[config.mk]
export PLATFORM = sky130hd
export DESIGN_NAME = skew_dispatcher
export DESIGN_NICKNAME = d
export VERILOG_FILES = /design/src/rtl/skew_dispatcher_pkg.sv /design/src/rtl/skew_dispatcher_skew_line.sv /design/src/rtl/skew_dispatcher.sv
export SDC_FILE = /design/constraint.sdc
export NUM_CORES = 1
export LEC_CHECK = 0
export BUFFER_PORTS_ARGS = -buffer_cell sky130_fd_sc_hd__buf_4
export CORE_MARGIN = 2
export CORE_UTILIZATION = 30
export DETAILED_ROUTE_END_ITERATION = 16
export HOLD_SLACK_MARGIN = 0.03
export PLACE_DENSITY_LB_ADDON = 0.08
export SYNTH_ARGS = -nofsm -noshare
export SYNTH_HDL_FRONTEND = slang
export SYNTH_SLANG_ARGS = --single-unit
[constraint.sdc]
create_clock -name clk -period 1.8 [get_ports clk]
set_input_delay 0.09 -clock clk [delete_from_list [all_inputs] [get_ports clk]]
set_output_delay 0.09 -clock clk [all_outputs]
set_load 0.005 [all_outputs]
[src/rtl/skew_dispatcher_pkg.sv]
// skew_dispatcher_pkg
//   Shared definitions for the systolic-array front end: dispatcher state
//   encoding, default datum width and a small sizing helper.
package skew_dispatcher_pkg;

  // Default datum width for the array edges.
  localparam int DISP_DW = 32;

  // State encodings kept as plain constants so older code that compares
  // against raw 2-bit values keeps working.
  localparam logic [1:0] ST_IDLE  = 2'd0;
  localparam logic [1:0] ST_FEED  = 2'd1;
  localparam logic [1:0] ST_FLUSH = 2'd2;
  localparam logic [1:0] ST_DONE  = 2'd3;

  typedef enum logic [1:0] {
    IDLE  = ST_IDLE,
    FEED  = ST_FEED,
    FLUSH = ST_FLUSH,
    DONE  = ST_DONE
  } disp_state_t;

  // Deepest skew line among the A and B edges; sets the flush length.
  function automatic int max_mk(input int m, input int k);
    return (m > k) ? m : k;
  endfunction

endpackage

[src/rtl/skew_dispatcher_skew_line.sv]
// skew_line
//   Shift register of DEPTH stages; each stage carries a datum and a valid
//   tag. Stage 0 loads the input, the last stage drives the output.
// Ports:
//   clk, rst       clock, synchronous active-high reset
//   clr            synchronous clear of every stage
//   shift_en       advance the line by one stage
//   in_vld/in_dat  value loaded into stage 0 on a shift
//   out_vld/out_dat last stage
module skew_line #(
  parameter int DEPTH = 1,
  parameter int DW    = 32
) (
  input  logic          clk,
  input  logic          rst,
  input  logic          clr,
  input  logic          shift_en,
  input  logic          in_vld,
  input  logic [DW-1:0] in_dat,
  output logic          out_vld,
  output logic [DW-1:0] out_dat
);

  logic [DEPTH-1:0]         vld_q;
  logic [DEPTH-1:0][DW-1:0] dat_q;

  always_ff @(posedge clk) begin
    if (rst || clr) begin
      vld_q <= '0;
      dat_q <= '0;
    end else if (shift_en) begin
      for (int s = DEPTH - 1; s > 0; s--) begin
        vld_q[s] <= vld_q[s-1];
        dat_q[s] <= dat_q[s-1];
      end
      vld_q[0] <= in_vld;
      dat_q[0] <= in_dat;
    end
  end

  assign out_vld = vld_q[DEPTH-1];
  assign out_dat = dat_q[DEPTH-1];

endmodule

[src/rtl/skew_dispatcher.sv]
// skew_dispatcher
//   Pops one column of A and one row of B per step from two FIFOs, delays
//   lane i by i cycles (diagonal skew) and drives the west/north edges of an
//   output-stationary systolic array. done_dispatch is a level that rises
//   once every step and the skew tail have left the edge registers.
//
// Handshake: an entry leaves a FIFO on a rising edge where its pop is high.
//   Pops are asserted only in FEED and only when both FIFOs are non-empty,
//   and always together, so A and B can never drift apart.
//
// Ports:
//   clk, rst        clock, synchronous active-high reset
//   start           one-cycle pulse, accepted in IDLE or DONE
//   a_empty/a_dat   A FIFO status and head column (a_dat[i] = A[i][k])
//   a_pop           A FIFO pop
//   b_empty/b_dat   B FIFO status and head row (b_dat[j] = B[k][j])
//   b_pop           B FIFO pop
//   a_edge/b_edge   west/north edge data
//   edge_vld        some edge carries a real (non-bubble) datum
//   busy            FEED or FLUSH
//   done_dispatch   high while in DONE
//   dbg_state       current state encoding
module skew_dispatcher
  import skew_dispatcher_pkg::*;
#(
  parameter int M  = 2,
  parameter int K  = 2,
  parameter int N  = 4,
  parameter int DW = DISP_DW
) (
  input  logic                 clk,
  input  logic                 rst,
  input  logic                 start,
  input  logic                 a_empty,
  input  logic [M-1:0][DW-1:0] a_dat,
  output logic                 a_pop,
  input  logic                 b_empty,
  input  logic [K-1:0][DW-1:0] b_dat,
  output logic                 b_pop,
  output logic [M-1:0][DW-1:0] a_edge,
  output logic [K-1:0][DW-1:0] b_edge,
  output logic                 edge_vld,
  output logic                 busy,
  output logic                 done_dispatch,
  output logic [1:0]           dbg_state
);

  localparam int FL = max_mk(M, K);
  localparam int SW = $clog2(N) + 1;
  localparam int FW = $clog2(FL) + 1;

  disp_state_t   state_q;
  logic [SW-1:0] step_ctr;
  logic [FW-1:0] flush_ctr;

  logic feeding;
  logic flushing;
  logic fire;
  logic launch;
  logic shift_en;

  logic [M-1:0] a_vld;
  logic [K-1:0] b_vld;

  assign feeding  = (state_q == FEED);
  assign flushing = (state_q == FLUSH);
  assign fire     = feeding & ~a_empty & ~b_empty;
  assign launch   = start & ((state_q == IDLE) | (state_q == DONE));
  // Lines keep shifting through bubbles so all lanes see the same gaps.
  assign shift_en = feeding | flushing;

  assign a_pop         = fire;
  assign b_pop         = fire;
  assign busy          = feeding | flushing;
  assign done_dispatch = (state_q == DONE);
  assign dbg_state     = state_q;
  assign edge_vld      = (|a_vld) | (|b_vld);

  always_ff @(posedge clk) begin
    if (rst) begin
      state_q   <= IDLE;
      step_ctr  <= '0;
      flush_ctr <= '0;
    end else begin
      case (state_q)
        IDLE, DONE: begin
          if (start) begin
            state_q  <= FEED;
            step_ctr <= '0;
          end
        end
        FEED: begin
          if (fire) begin
            step_ctr <= step_ctr + SW'(1);
            if (step_ctr == SW'(N - 1)) begin
              state_q   <= FLUSH;
              flush_ctr <= '0;
            end
          end
        end
        FLUSH: begin
          // FL cycles drain the deepest line, so DONE sees all-zero edges.
          if (flush_ctr == FW'(FL - 1)) begin
            state_q <= DONE;
          end else begin
            flush_ctr <= flush_ctr + FW'(1);
          end
        end
        default: state_q <= IDLE;
      endcase
    end
  end

  // Lane i of A has i+1 stages; bubbles load zero with a cleared tag.
  for (genvar gi = 0; gi < M; gi++) begin : g_a_line
    skew_line #(.DEPTH(gi + 1), .DW(DW)) u_line (
      .clk      (clk),
      .rst      (rst),
      .clr      (launch),
      .shift_en (shift_en),
      .in_vld   (fire),
      .in_dat   (fire ? a_dat[gi] : '0),
      .out_vld  (a_vld[gi]),
      .out_dat  (a_edge[gi])
    );
  end

  for (genvar gj = 0; gj < K; gj++) begin : g_b_line
    skew_line #(.DEPTH(gj + 1), .DW(DW)) u_line (
      .clk      (clk),
      .rst      (rst),
      .clr      (launch),
      .shift_en (shift_en),
      .in_vld   (fire),
      .in_dat   (fire ? b_dat[gj] : '0),
      .out_vld  (b_vld[gj]),
      .out_dat  (b_edge[gj])
    );
  end

endmodule

==> summary.md <==
| Metric | Value |
|---|---|
| Syn Std Cell Area | `0.00757 mm2` |
| Total track usage | `between 15 and 20%` |
| Cell row count | `58` |
| Die area | `0.0265 mm2` |
| Drt total wl | `about 22000 um` |
| Slew HR | `roughly 64%` |
| Fill cells | `~2400` |
| RR Endpoint | `g_b_line[0].u_line.out_dat[29]` |
| TritonCTS clock tree | `yes` |
| Multi-input logic area | `about 0.0027 mm2` |
| Status | `finished, final reports clean` |
| Worst setup startpoint | `dbg_state[0]` |
| Max Buffers Root-to-Sink | `3` |
| Post-DR wirelength/cell | `15.1 um` |
| Max FO, Critical Path | `12` |
| Hold_ws | `0.0666 ns` |
| H-tree Lvls | `1` |
| Commonest non-fill, non-tap cells in the layout | `buf_4 (278), dfxtp_1 (200), nor2_1 (198)` |
| Syn Inst Count | `755` |
| End point of the critical path | `busy` |
| Max-slew violation count | `0` |
| Reg2Reg Depth | `8` |
| Num Clock Sinks | `201` |
| Final setup vio count | `0` |
| Slowest stage cell, crit path | `ha_4` |
| Setup CP Type | `register to output port` |
| Final setup TNS | `0 ns` |
| Max incr delay on CP | `between 0.3 and 0.4 ns` |
| Placed Area | `0.00947 mm2` |
| CP dominant cell by count | `inv_1` |
| Post-DP HPWL | `12900 um` |
| FF/Latch Area | `0.00403 mm2` |
| Via count | `6323` |
| Pin count of the biggest net entering global routing | `100` |
| Synth async-reset ratio | `0%` |
| Vias in the first global route | `6185` |
| Worst Path Required | `around 1.7 ns` |
| Synth top area cells | `dfxtp_1 (53%), a22oi_1 (13%), nor2_1 (9.8%)` |
| Initial Utilization | `30.3%` |
| Detail Route Antenna Nets | `0` |
| Reg-to-reg slack, setup | `0.13 ns` |
| Syn_area_per_cell | `10.0 um2` |
| Final instance area | `around 0.012 mm2` |
| CP Cell Sequence | `inv_1 > ha_4 > buf_16 > inv_1 > buf_4` |
| Main synth FF type | `dfxtp_1` |
| Synth warn | `0` |
| Largest area contributor in the netlist | `dfxtp_1` |
| First-pass GRT wire length | `33000 um` |
| GPL Wtd Cong | `0.669` |
| Die Height | `163 um` |
| Final hold viol count | `0` |
| Clock Pin Slew Worst Setup and Hold Paths | `0.06 ns` |
| Share of the synthesized area in the top cell type | `53.2%` |
| Synthesis-to-layout area growth | `54.3%` |
| Seq/Total Area, Yosys | `53.2%` |
| Worst hold path class | `input pin to register` |
| Clk_skew | `0.0103 ns` |
| Commonest non-fill, non-tap cell in the layout | `buf_4` |
| R2r startpoint | `dbg_state[0]` |
| Post-route DRC | `0` |
| Initial drt markers | `348` |
| EDFF count, synth | `0` |
| Drt first pass iters | `4` |
| CTS Buf Count | `24` |
| Startpoint types | `register` |
| Min cycle time layout | `1.71 ns` |
| IO Pins | `268` |
| MaxCap Viol Count | `0` |
| Overflow after GRT | `0` |
| Initial antenna violation count | `0` |
| Via density | `~4.4` |
| #FFs+latches synth | `201` |
| DIE WIDTH | `163 um` |
| Worst slew pin tran | `0.541 ns` |
| Arrival @ worst endpoint | `about 1.6 ns` |
| Core area | `0.0250 mm2` |
| Pleak | `5.12 nW` |
| Crit path capture type | `output port` |
| Nets | `1222` |
| Diode count | `0` |
| Share of layout cells above drive strength 1 | `31.8%` |
| Unrepaired setup endpoints after global routing | `false` |
| Port Buffers | `~270` |
| Peak Freq | `0.585 GHz` |
| Yosys cell types | `23` |
| Max IR drop VDD | `0.000788 V` |
| Crit share post-route | `95.0%` |
| Power per cell area | `1140 mW/mm2` |
| Clock Tree Root | `clkbuf_16` |
| Post-Syn Nets | `between 800 and 900` |
| Clk_lat worst skew | `0.50 ns` |
## metal layers
layer	track usage, %	part of all wire, %	vias up	wire length (um)
met4	4.42	2.2	0	464
met5	0	0	-	0
met1	20.4	46	2885	9840
li1	-	-	3191	-
met3	4.79	8.4	34	1800
met2	23.6	44	213	9420
## where the power goes
group,internal [W],switching (W),total [W]
registers,0.00454,0.0000537,0.00459
logic,0.00186,0.00224,0.00410
clock network,0.00274,0.00188,0.00461
total,0.00913,0.00417,0.0133
## state kept, by name, summed over array words and instances, names as in the netlist
signal / cells
g_a_line.u_line.dat_q: 32
dbg_state: 2
g_b_line.u_line.out_dat: 64
g_b_line.u_line.dat_q: 32
g_a_line.u_line.vld_q: 2
step_ctr: 3
g_a_line.u_line.out_dat: 64
flush_ctr: 2
## cells by family (layout without fill, tap and decap cells)
| logic type | count (synthesis) | in the layout | synth area share, % |
|---|---|---|---|
| AO/OA/AOI/OAI | 136 | 136 | 13.5 |
| AND/OR/NAND/NOR | 211 | 211 | 11.3 |
| adder cells (fa/ha/maj) | 6 | 6 | 0.992 |
| buffers and inverters | 131 | 475 | 11.8 |
| flip-flops | 201 | 201 | 53.2 |
| multiplexers | 70 | 70 | 9.31 |
## area by class of cell
cell class              count  share of cell area (%)
clock inverters             7                   0.332
multi-input cells         423                    23.0
flip-flops and latches    201                    34.5
well taps                 330                    3.54
clock buffers              35                    6.11
repair buffers            426                    32.3
inverters                   7                   0.225
## synth_stat cells, types with 2 or more instances
| cell | count |
|---|---|
| mux2i_1 | 67 |
| or2_2 | 2 |
| a22o_1 | 2 |
| ha_1 | 6 |
| nor2_1 | 198 |
| dfxtp_1 | 201 |
| or3b_2 | 3 |
| buf_6 | 12 |
| buf_2 | 43 |
| buf_4 | 68 |
| a22oi_1 | 129 |
| nand2b_1 | 5 |
| inv_1 | 7 |
| mux2_2 | 3 |
## metrics by stage
step | power, W | worst slack (ns) | instances | utilization, %
6_report | 0.0133 | 0.0909 | 1429 | 46.8
5_1_grt | 0.0139 | 0.0157 | 1429 | 46.8
4_1_cts | 0.0134 | -0.0503 | 1423 | 46.4
3_5_place_dp | 0.00802 | 0.0525 | 1250 | 37.9
3_3_place_gp | 0.00805 | 0.0818 | 1250 | 37.9
2_1_floorplan | 0.00703 | 0.123 | 755 | -
## how the worst min path moves through the flow
| stage | from | slack, ns | cells after the start | end |
|---|---|---|---|---|
| 3_5_place_dp | a_dat[51] | 0.33 | 3 | g_a_line[1].u_line.dat_q[19] |
| 3_3_place_gp | a_dat[22] | 0.32 | 3 | g_a_line[0].u_line.out_dat[22] |
| 5_1_grt | b_empty | 0.07 | 4 | flush_ctr[0] |
| 6_report | b_empty | 0.07 | 4 | flush_ctr[1] |
| 2_1_floorplan | b_empty | 0.23 | 1 | a_pop |
| 4_1_cts | start | 0.05 | 3 | g_a_line[1].u_line.out_dat[29] |
## repair_timing
item,4_1_cts,5_1_grt
setup buffers,0,3
gates resized for setup,2,5
pin swaps,0,2
hold endpoints to repair,134,0
hold buffers,129,0
setup endpoints to repair,3,123
cloned,2,3
## critical path, delay by kind of cell, from the launching register on
| family | cells | cell delay (ns) |
|---|---|---|
| buffers and inverters | 4 | 0.43 |
| adders and majority gates | 1 | 0.34 |
| DFF | 1 | 0.33 |
No activity file was read; power rests on OpenSTA's default activity.
